`src/rtl/dmem_io_arbiter_if.sv`:
```
// Bus bundle between the two requesters (CPU load/store, UART loader),
// the arbiter, and the data-memory / IO side.
interface dmem_io_arbiter_if;
  // CPU requester
  logic        c_req;
  logic [3:0]  c_wen;
  logic [31:0] c_addr;
  logic [31:0] c_wdata;
  logic [31:0] c_rdata;
  logic        c_ack;
  // UART loader requester
  logic        u_req;
  logic [3:0]  u_wen;
  logic [31:0] u_addr;
  logic [31:0] u_wdata;
  logic [31:0] u_rdata;
  logic        u_ack;
  // memory / IO side
  logic        mRead;
  logic [3:0]  mWrite;
  logic        ioRead;
  logic        ioWrite;
  logic [31:0] addr_out;
  logic [31:0] wdata_out;
  logic [31:0] m_rdata;
  logic [23:0] io_rdata;
  logic [1:0]  grant;

  // arbiter side
  modport slave (
    input  c_req, c_wen, c_addr, c_wdata,
    input  u_req, u_wen, u_addr, u_wdata,
    input  m_rdata, io_rdata,
    output c_rdata, c_ack, u_rdata, u_ack,
    output mRead, mWrite, ioRead, ioWrite,
    output addr_out, wdata_out, grant
  );

  // requester / memory environment side
  modport master (
    output c_req, c_wen, c_addr, c_wdata,
    output u_req, u_wen, u_addr, u_wdata,
    output m_rdata, io_rdata,
    input  c_rdata, c_ack, u_rdata, u_ack,
    input  mRead, mWrite, ioRead, ioWrite,
    input  addr_out, wdata_out, grant
  );
endinterface

```
`src/rtl/dmem_io_arbiter.sv`:
```
// Round-robin arbiter sharing one data-memory/IO port between the CPU and
// the UART loader. One transaction in flight; IO vs memory decoded from the
// latched address page. Strobes are only active in the single ACCESS cycle.
module dmem_io_arbiter #(
  parameter int          MEM_LATENCY = 1,
  parameter logic [21:0] IO_PAGE     = 22'h3FFFFF
) (
  input logic               clk,
  input logic               rst,
  dmem_io_arbiter_if.slave  bus
);

  typedef enum logic [1:0] {IDLE, ACCESS, WAIT, RESP} state_t;

  typedef struct packed {
    logic [3:0]  wen;
    logic [31:0] addr;
    logic [31:0] wdata;
  } req_t;

  localparam logic [2:0] LAT = 3'(MEM_LATENCY);

  state_t      state_q, state_d;
  logic [2:0]  cnt_q;
  req_t        txn_q;
  req_t        win_req;
  logic        last_u_q;
  logic [1:0]  grant_q;
  logic [31:0] c_rdata_q, u_rdata_q;

  logic        any_req, pick_u, is_io, is_rd;
  logic        cap_en;
  logic [31:0] cap_data;
  logic        m_rd, io_rd, io_wr;
  logic [3:0]  m_wr;

  // Tie goes to whoever was not granted last.
  assign any_req = bus.c_req | bus.u_req;
  assign pick_u  = bus.u_req & (~bus.c_req | ~last_u_q);
  assign win_req = pick_u ? '{bus.u_wen, bus.u_addr, bus.u_wdata}
                          : '{bus.c_wen, bus.c_addr, bus.c_wdata};
  assign is_io   = (txn_q.addr[31:10] == IO_PAGE);
  assign is_rd   = (txn_q.wen == 4'b0000);

  // State register.
  always_ff @(posedge clk or posedge rst) begin
    if (rst) state_q <= IDLE;
    else     state_q <= state_d;
  end

  // Next state, access strobes and read-data capture selection.
  always_comb begin
    state_d  = state_q;
    m_rd     = 1'b0;
    m_wr     = 4'b0000;
    io_rd    = 1'b0;
    io_wr    = 1'b0;
    cap_en   = 1'b0;
    cap_data = '0;
    case (state_q)
      IDLE:   if (any_req) state_d = ACCESS;
      ACCESS: begin
        if (is_io) begin
          io_rd = is_rd;
          io_wr = ~is_rd;
        end else begin
          m_rd = is_rd;
          m_wr = txn_q.wen;
        end
        if (is_rd && !is_io) begin
          state_d = WAIT;
        end else begin
          // writes return zero; IO reads are already valid this cycle
          state_d  = RESP;
          cap_en   = 1'b1;
          cap_data = is_rd ? {8'h00, bus.io_rdata} : 32'h0;
        end
      end
      WAIT: begin
        // counter about to hit zero: memory data is valid now
        if (cnt_q == 3'd1) begin
          state_d  = RESP;
          cap_en   = 1'b1;
          cap_data = bus.m_rdata;
        end
      end
      RESP:    state_d = IDLE;
      default: state_d = IDLE;
    endcase
  end

  // Transaction latch, latency counter, grant/pointer and per-requester rdata.
  always_ff @(posedge clk or posedge rst) begin
    if (rst) begin
      cnt_q     <= '0;
      txn_q     <= '0;
      last_u_q  <= 1'b1;
      grant_q   <= 2'b00;
      c_rdata_q <= '0;
      u_rdata_q <= '0;
    end else begin
      case (state_q)
        IDLE: if (any_req) begin
          txn_q   <= win_req;
          grant_q <= pick_u ? 2'b10 : 2'b01;
        end
        ACCESS: cnt_q <= LAT;
        WAIT:   cnt_q <= cnt_q - 3'd1;
        RESP: begin
          last_u_q <= grant_q[1];
          grant_q  <= 2'b00;
        end
        default: ;
      endcase
      if (cap_en) begin
        if (grant_q[1]) u_rdata_q <= cap_data;
        else            c_rdata_q <= cap_data;
      end
    end
  end

  assign bus.mRead     = m_rd;
  assign bus.mWrite    = m_wr;
  assign bus.ioRead    = io_rd;
  assign bus.ioWrite   = io_wr;
  assign bus.addr_out  = txn_q.addr;
  assign bus.wdata_out = txn_q.wdata;
  assign bus.grant     = grant_q;
  assign bus.c_ack     = (state_q == RESP) & grant_q[0];
  assign bus.u_ack     = (state_q == RESP) & grant_q[1];
  assign bus.c_rdata   = c_rdata_q;
  assign bus.u_rdata   = u_rdata_q;

endmodule
```
`src/flat_wrapper.sv`:
```
// flat-port wrapper written by rule: the top's interface ports become plain ports
module dmem_io_arbiter_flat 
#(
  parameter int          MEM_LATENCY = 1,
  parameter logic [21:0] IO_PAGE     = 22'h3FFFFF
)
  (clk, rst, bus_c_req, bus_c_wen, bus_c_addr, bus_c_wdata, bus_u_req, bus_u_wen, bus_u_addr, bus_u_wdata, bus_m_rdata, bus_io_rdata, bus_c_rdata, bus_c_ack, bus_u_rdata, bus_u_ack, bus_mRead, bus_mWrite, bus_ioRead, bus_ioWrite, bus_addr_out, bus_wdata_out, bus_grant);
  dmem_io_arbiter_if bus_i ();
  input logic clk;
  input logic rst;
  input wire logic [$bits(bus_i.c_req)-1:0] bus_c_req;
  input wire logic [$bits(bus_i.c_wen)-1:0] bus_c_wen;
  input wire logic [$bits(bus_i.c_addr)-1:0] bus_c_addr;
  input wire logic [$bits(bus_i.c_wdata)-1:0] bus_c_wdata;
  input wire logic [$bits(bus_i.u_req)-1:0] bus_u_req;
  input wire logic [$bits(bus_i.u_wen)-1:0] bus_u_wen;
  input wire logic [$bits(bus_i.u_addr)-1:0] bus_u_addr;
  input wire logic [$bits(bus_i.u_wdata)-1:0] bus_u_wdata;
  input wire logic [$bits(bus_i.m_rdata)-1:0] bus_m_rdata;
  input wire logic [$bits(bus_i.io_rdata)-1:0] bus_io_rdata;
  output wire logic [$bits(bus_i.c_rdata)-1:0] bus_c_rdata;
  output wire logic [$bits(bus_i.c_ack)-1:0] bus_c_ack;
  output wire logic [$bits(bus_i.u_rdata)-1:0] bus_u_rdata;
  output wire logic [$bits(bus_i.u_ack)-1:0] bus_u_ack;
  output wire logic [$bits(bus_i.mRead)-1:0] bus_mRead;
  output wire logic [$bits(bus_i.mWrite)-1:0] bus_mWrite;
  output wire logic [$bits(bus_i.ioRead)-1:0] bus_ioRead;
  output wire logic [$bits(bus_i.ioWrite)-1:0] bus_ioWrite;
  output wire logic [$bits(bus_i.addr_out)-1:0] bus_addr_out;
  output wire logic [$bits(bus_i.wdata_out)-1:0] bus_wdata_out;
  output wire logic [$bits(bus_i.grant)-1:0] bus_grant;
  assign bus_i.c_req = bus_c_req;
  assign bus_i.c_wen = bus_c_wen;
  assign bus_i.c_addr = bus_c_addr;
  assign bus_i.c_wdata = bus_c_wdata;
  assign bus_i.u_req = bus_u_req;
  assign bus_i.u_wen = bus_u_wen;
  assign bus_i.u_addr = bus_u_addr;
  assign bus_i.u_wdata = bus_u_wdata;
  assign bus_i.m_rdata = bus_m_rdata;
  assign bus_i.io_rdata = bus_io_rdata;
  assign bus_c_rdata = bus_i.c_rdata;
  assign bus_c_ack = bus_i.c_ack;
  assign bus_u_rdata = bus_i.u_rdata;
  assign bus_u_ack = bus_i.u_ack;
  assign bus_mRead = bus_i.mRead;
  assign bus_mWrite = bus_i.mWrite;
  assign bus_ioRead = bus_i.ioRead;
  assign bus_ioWrite = bus_i.ioWrite;
  assign bus_addr_out = bus_i.addr_out;
  assign bus_wdata_out = bus_i.wdata_out;
  assign bus_grant = bus_i.grant;
  dmem_io_arbiter #(.MEM_LATENCY(MEM_LATENCY), .IO_PAGE(IO_PAGE)) u_core (.clk(clk), .rst(rst), .bus(bus_i));
endmodule
```
`config.mk`:
```
export PLATFORM = sky130hd
export DESIGN_NAME = dmem_io_arbiter_flat
export DESIGN_NICKNAME = d
export VERILOG_FILES = /design/src/rtl/dmem_io_arbiter_if.sv /design/src/rtl/dmem_io_arbiter.sv /design/src/flat_wrapper.sv
export SDC_FILE = /design/constraint.sdc
export NUM_CORES = 1
export LEC_CHECK = 0
export CAP_MARGIN = 10
export CELL_PAD_IN_SITES_DETAIL_PLACEMENT = 1
export CELL_PAD_IN_SITES_GLOBAL_PLACEMENT = 2
export CORE_ASPECT_RATIO = 2
export CORE_MARGIN = 1
export CORE_UTILIZATION = 24
export DETAILED_ROUTE_END_ITERATION = 7
export PLACE_DENSITY = 0.78
export SLEW_MARGIN = 10
export SYNTH_ARGS = -nofsm -noshare
export SYNTH_HDL_FRONTEND = slang
export SYNTH_SLANG_ARGS = --single-unit
export TNS_END_PERCENT = 5
```
`constraint.sdc`:
```
create_clock -name clk -period 6.28 [get_ports clk]
set_input_delay 1.256 -clock clk [delete_from_list [all_inputs] [get_ports clk]]
set_output_delay 1.256 -clock clk [all_outputs]
set_load 0.03 [all_outputs]
```
==> results of run 1 <==
logic make-up after synthesis:
logic type | synth area share (%)
buffers and inverters | 14.3
DFF | 52.1
AOI/OAI and AO/OA | 15.9
and+or+nand+nor | 5.78
muxes | 10.8
adders and majority gates | 1.12
registers in the layout, indices dropped and copies added (netlist names):
register / count
u_core.bus.c_rdata: 32
u_core.cnt_q: 3
u_core.bus.u_rdata: 32
u_core.bus.grant: 2
u_core.bus.addr_out: 32
u_core.txn_q: 4
u_core.last_u_q: 1
u_core.state_q: 2
u_core.bus.wdata_out: 32
cell usage after synthesis, types with 2 or more instances:
master and n:
dfrtp_1 139, a222oi_1 68, mux2_4 40, o21ai_0 22, and3_2 2, o22ai_1 2
nor2_1 2, clkbuf_1 25, buf_6 6, and3_1 4, buf_1 2, nand2_1 25
nand4_1 4, and2_1 2, buf_4 65, nor2_2 2, a21oi_1 3, nor2_4 2
nand3_1 17, dlygate4sd1_1 2, ha_1 6, mux2_2 11, inv_1 76, nor3_1 2
a22o_1 25
placed cells by master (no fill, tap or decap), types with 2 or more instances in the layout:
master and instances:
a21oi_1 2, a222oi_1 68, a22o_1 25, and2_1 2
and3_1 3, and3_2 3, buf_4 4, bufinv_16 2
clkbuf_1 3, clkbuf_16 17, clkdlybuf4s50_1 334, clkinv_2 3
clkinv_4 5, dfrtp_1 139, diode_2 2, ha_1 6
inv_1 75, mux2_2 11, mux2_4 40, nand2_1 25
nand3_1 17, nand4_1 4, nor2_2 3, nor2_4 2
nor3_1 2, o21ai_0 22, o22ai_1 2
routing by layer:
metal	wire length (um)	global-route usage [%]	part of all wire, %	up-vias
li1	-	-	-	2521
met1	7930	15.8	33	2823
met2	14200	33.9	59	223
met3	1270	4.32	5.2	38
met4	774	8.49	3.2	4
met5	24	0	0.099	-
worst max-delay path, delay by kind of cell (launching register included):
| kind | cells | cell delay [ns] |
|---|---|---|
| buf+inv | 1 | 0.78 |
| flops | 1 | 0.37 |
| simple gates | 3 | 1.40 |
path summary, 6_finish.rpt:
path	startpoint	endpoint	slack [ns]
min reg2reg	u_core.bus.c_rdata[22]	u_core.bus.c_rdata[22]	0.51
max reg2reg	u_core.state_q[0]	u_core.bus.u_rdata[23]	2.87
min	u_core.bus.c_rdata[22]	u_core.bus.c_rdata[22]	0.51
max	u_core.bus.addr_out[25]	bus_ioRead	2.03
min in group asynchronous	rst	u_core.bus.wdata_out[27]	1.40
max in group asynchronous	rst	u_core.bus.addr_out[11]	3.59
power by group:
| group | leakage, nW | total (mW) | internal (mW) | switching (mW) |
|---|---|---|---|---|
| Combinational | 2.59 | 2.98 | 1.32 | 1.66 |
| Sequential | 1.81 | 1.57 | 1.30 | 0.268 |
| Clock | 0.281 | 0.991 | 0.593 | 0.398 |
layout make-up:
type	count	area [sq um]
inverter	77	294
antenna	2	5.00
clock inverter	10	119
fill	3038	17100
multi-input combinational	250	2290
timing repair buffer	338	3370
sequential	140	3500
tap	352	440
clock buffer	21	450
stage by stage:
| stage | utilization (%) | instance area [sq um] |
|---|---|---|
| 6_report | 38.0 | 10500 |
| 5_1_grt | 38.0 | 10500 |
| 4_1_cts | 38.0 | 10500 |
| 3_5_place_dp | 35.9 | 9900 |
| 3_3_place_gp | 35.9 | 9900 |
| 2_1_floorplan | - | 6730 |
==> summary.txt, run 1 <==
outcome = completed
crit end category = primary output
fraction of layout cells with a size suffix above 1 = 12.0%
Clock transition at path regs = 0.06 ns
total number of vias = 5609
WL final = 24200 um
min cycle time layout = 4.25 ns
Avg Synthesized Cell Area = 11.9 sq um
# clock sinks = 140
Post-synth EDFFs = 0
overall power = 5.54 mW
max-cap violations = 0
Max clock buf depth = 2
Worst Setup Start Kind = flop
Layout Area Growth over Synthesis = 55.7%
DIE AREA = 28700 sq um
Final Max Slew Viols = 0
Top FF cell, synth = dfrtp_1
Cells after DPL = 1157
Post-synth ARST share = 100%
ranking of synthesized cells by area = dfrtp_1, a222oi_1, mux2_4, buf_4, inv_1
Max Freq = 0.235 GHz
YS warnings = 0
CTS tree = built
Starting Density = 24.4%
dpl ws = 2.37 ns
setup_tns = 0 ns
Core Region = 27500 sq um
first-pass GRT wire length = 36400 um
endpoints failing setup = 0
first-pass iteration count of the detailed router = 6
largest net degree at the start of global routing = 100
Max VDD drop = 0.185 mV
DR vias/cell = 4.71
Hold Path Class = flop to flop
register area share after synthesis = 52.1%
H-tree Lvls = 4
CTS Hold Bufs = 0
Post-CTS Setup Inserts = 0
Final Skew = 0.0125 ns
Final nets = 1026
critical-path cell list = nand4_1 -> nor4_2 -> and4_2 -> clkdlybuf4s50_1
FF+latch count, synth = 140
number of global-route vias before repair = 6234
Die Height = 239 um
die width = 120 um
Fin Hold WS = 0.505 ns
Crit Path Max Fanout = 25
Hold Path Depth = 1
Core Rows = 86
fin cells = 1190
Boundary Pins = 335
Post-Syn Nets = 769
total track usage = 17.2%
Max stage delay cell, worst path = clkdlybuf4s50_1
CTS buffer count = 17
IO Port Bufs = 334
routed length per instance = 20.3 um
max_slew headroom = 22.3%
CP required = 5.02 ns
Pleak = 4.68 nW
worst slew pin tran = 1.16 ns
HPWL Detailed = 18100 um
Post-Syn Area = 6730 sq um
fin crit share = 67.8%
Fin. Hold Viols = 0
grt total ovfl = 0
R2R cell count = 7
root buf cell = clkbuf_16
clk_lat worst skew = 0.44 ns
PnR worst setup slack = 2.03 ns
pwr dens = 529 nW/um^2
crit path DAT = 3.00 ns
initial antenna violation count = 4
Syn Inst Count = 567
area share of the largest cell type after synthesis = 51.7%
Antenna Nets Post-Route = 0
Setup CP Type = flop to primary output
Crit path largest cell delay = 0.78 ns
RSZ-0062 raised after global routing = false
count of different cell masters after synthesis = 38
gpl congestion = 0.788
drt initial violations = 398
DR DRC count = 0
Yosys top cell by area = dfrtp_1
post-cts resize count = 0
(Power assumes the default switching activity.)
==> run 2: changes to the inputs <==
- clock period: 6.28 -> 3.94 ns (I/O delays scaled with it)
==> run 2 against run 1 <==
- first-iteration DRC count down 1.8%
- clock power up 71%
- sequential share of layout area down 0.37 points
- worst setup slack worse by 1.6 ns
- die area unchanged
- utilization up 0.43 points
- critical endpoint is now bus_ioWrite
- largest cell class unchanged
- largest power group unchanged
==> summary.txt, run 2 (synthesis results as in run 1) <==
hold path startpoint = u_core.cnt_q[2]
most frequent cells in the layout = clkdlybuf4s50_1, dfrtp_1, inv_1
Setup CP Type = flop to primary output
max-cap violations = 0 (unchanged)
Cells after DPL = 1162 (+0.43%)
Fin. Hold Viols = 0 (unchanged)
Antenna Nets Post-Route = 0 (unchanged)
Final Max Slew Viols = 0 (unchanged)
min cycle time layout = 3.56 ns
fin cells = 1195 (+0.42%)
gpl congestion = 0.776 (-1.6%)
overall power = 8.96 mW (+62%)
post-cts resize count = 0 (unchanged)
crit path DAT = 2.77 ns (-0.23 ns)
CTS buffer count = 17 (unchanged)
fin crit share = 90.4%
initial antenna violation count = 1 (-3)
number of global-route vias before repair = 6216 (-0.29%)
PnR worst setup slack = 0.379 ns (-1.65 ns)
Max Freq = 0.281 GHz
max_slew headroom = 32.9% (+11 points)
routed length per instance = 19.8 um (-2.7%)
setup_tns = 0 ns (unchanged)
R2R Path End = u_core.bus.u_rdata[22]
Max VDD drop = 0.315 mV (+71%)
Pleak = 4.73 nW (+1.1%)
CP required = 3.15 ns (-1.87 ns)
final instance area = 10600 sq um (+1.1%)
Core Region = 27500 sq um (unchanged)
H-tree Lvls = 4 (unchanged)
HPWL Detailed = 17800 um (-1.7%)
first-pass iteration count of the detailed router = 6 (unchanged)
Max clock buf depth = 2 (unchanged)
R2R cell count = 7 (unchanged)
Worst Setup Start Kind = flop
Max stage delay cell, worst path = clkdlybuf4s50_1
clk_lat worst skew = 0.43 ns (about the same)
crit-path leading delay family = simple AND/OR/NAND/NOR gates
DR vias/cell = 4.70 (-0.28%)
outcome = completed
Boundary Pins = 335 (unchanged)
fraction of layout cells with a size suffix above 1 = 12.9% (+0.98 points)
CTS tree = built
Final Skew = 0.00987 ns (-0.00266 ns)
pwr dens = 846 nW/um^2 (+60%)
RSZ-0062 raised after global routing = false
critical-path cell list = nand4_1 -> nor4_2 -> nand2_1 -> nor3_1 -> clkdlybuf4s50_1
Die Height = 239 um (unchanged)
Layout Area Growth over Synthesis = 57.4%
largest net degree at the start of global routing = 69 (-31%)
CTS Hold Bufs = 0 (unchanged)
commonest non-fill, non-tap cell in the layout = clkdlybuf4s50_1
first-pass GRT wire length = 35500 um (-2.3%)
Crit Reg-Reg Startpoint = u_core.state_q[0]
Starting Density = 24.4% (unchanged)
Post-CTS Setup Inserts = 0 (unchanged)
total track usage = 16.7% (-0.44 points)
Crit path largest cell delay = 0.70 ns (-0.08 ns)
die width = 120 um (unchanged)
dpl ws = 0.729 ns (-1.64 ns)
Crit Path Max Fanout = 7 (-72%)
worst slew pin tran = 1.00 ns (-0.161 ns)
Hold Path Class = flop to flop
Filler cells = 3037 (-0.033%)
Hold Path Sink = u_core.cnt_q[2]
# clock sinks = 140 (unchanged)
endpoints failing setup = 0 (unchanged)
drt initial violations = 391 (-1.8%)
Final nets = 1031 (+0.49%)
dpl cell area = 9970 sq um (+0.75%)
Hold Path Depth = 1 (unchanged)
crit end category = primary output
Core Rows = 86 (unchanged)
grt total ovfl = 0 (unchanged)
total number of vias = 5617 (+0.14%)
Clock transition at path regs = 0.06 ns (about the same)
DIE AREA = 28700 sq um (unchanged)
flop-to-flop setup slack = 0.85 ns (-2.02 ns)
IO Port Bufs = 334 (unchanged)
CP bufs+invs = 1 (unchanged)
WL final = 23600 um (-2.3%)
DR DRC count = 0 (unchanged)
root buf cell = clkbuf_16
==> run 2: worst register-to-register path, delay by kind of cell, from the launching register on <==
kind | cells | cell delay (ns)
AOI/OAI and AO/OA | 1 | 0.27
and+or+nand+nor | 3 | 1.37
DFF | 1 | 0.39
muxes | 1 | 0.43
buffers and inverters | 1 | 0.10
adders and majority gates | 1 | 0.42
==> run 2: layout make-up <==
| cell class | instances | area, sq um | share of cell area (%) |
|---|---|---|---|
| clock inverter | 13 | 163 | 1.54 |
| timing repair buffer | 343 | 3450 | 32.6 |
| clock buffer | 19 | 453 | 4.28 |
| sequential | 140 | 3500 | 33.1 |
| tap | 352 | 440 | 4.16 |
| antenna | 1 | 2.50 | 0.0236 |
| inverter | 77 | 293 | 2.76 |
| multi-input combinational | 250 | 2290 | 21.6 |
==> run 2: power breakdown <==
group	internal [mW]	leakage (nW)	switching (mW)
clock	1.03	0.296	0.658
combinational	2.13	2.62	2.65
sequential	2.08	1.81	0.413
==> run 2: layer usage <==
metal / GRT usage, % / wire length, um / up-vias
met4: 8.72 / 864 / 0
met1: 15.6 / 7770 / 2816
met3: 4.25 / 1380 / 42
li1: - / - / 2530
met5: 0 / 0 / -
met2: 32.5 / 13600 / 229
==> run 2: metrics by stage <==
| step | utilization, % | hold slack [ns] |
|---|---|---|
| 5_1_grt | 38.4 | 0.528 |
| 2_1_floorplan | - | 0.451 |
| 3_3_place_gp | 36.2 | 0.468 |
| 6_report | 38.4 | 0.499 |
| 4_1_cts | 38.4 | 0.500 |
| 3_5_place_dp | 36.2 | 0.491 |
==> run 2: how the worst max path moves through the flow <==
stage                            startpoint                      to  slack [ns]  cells past startpoint
finish              u_core.bus.addr_out[26]             bus_ioWrite        0.38                      5
floorplan                               rst  u_core.bus.addr_out[0]        1.40                      1
CTS                 u_core.bus.addr_out[26]             bus_ioWrite        0.23                      5
global route        u_core.bus.addr_out[26]             bus_ioWrite        0.09                      5
detailed placement  u_core.bus.addr_out[26]             bus_ioWrite        0.73                      5
global placement    u_core.bus.addr_out[26]             bus_ioWrite        0.79                      5
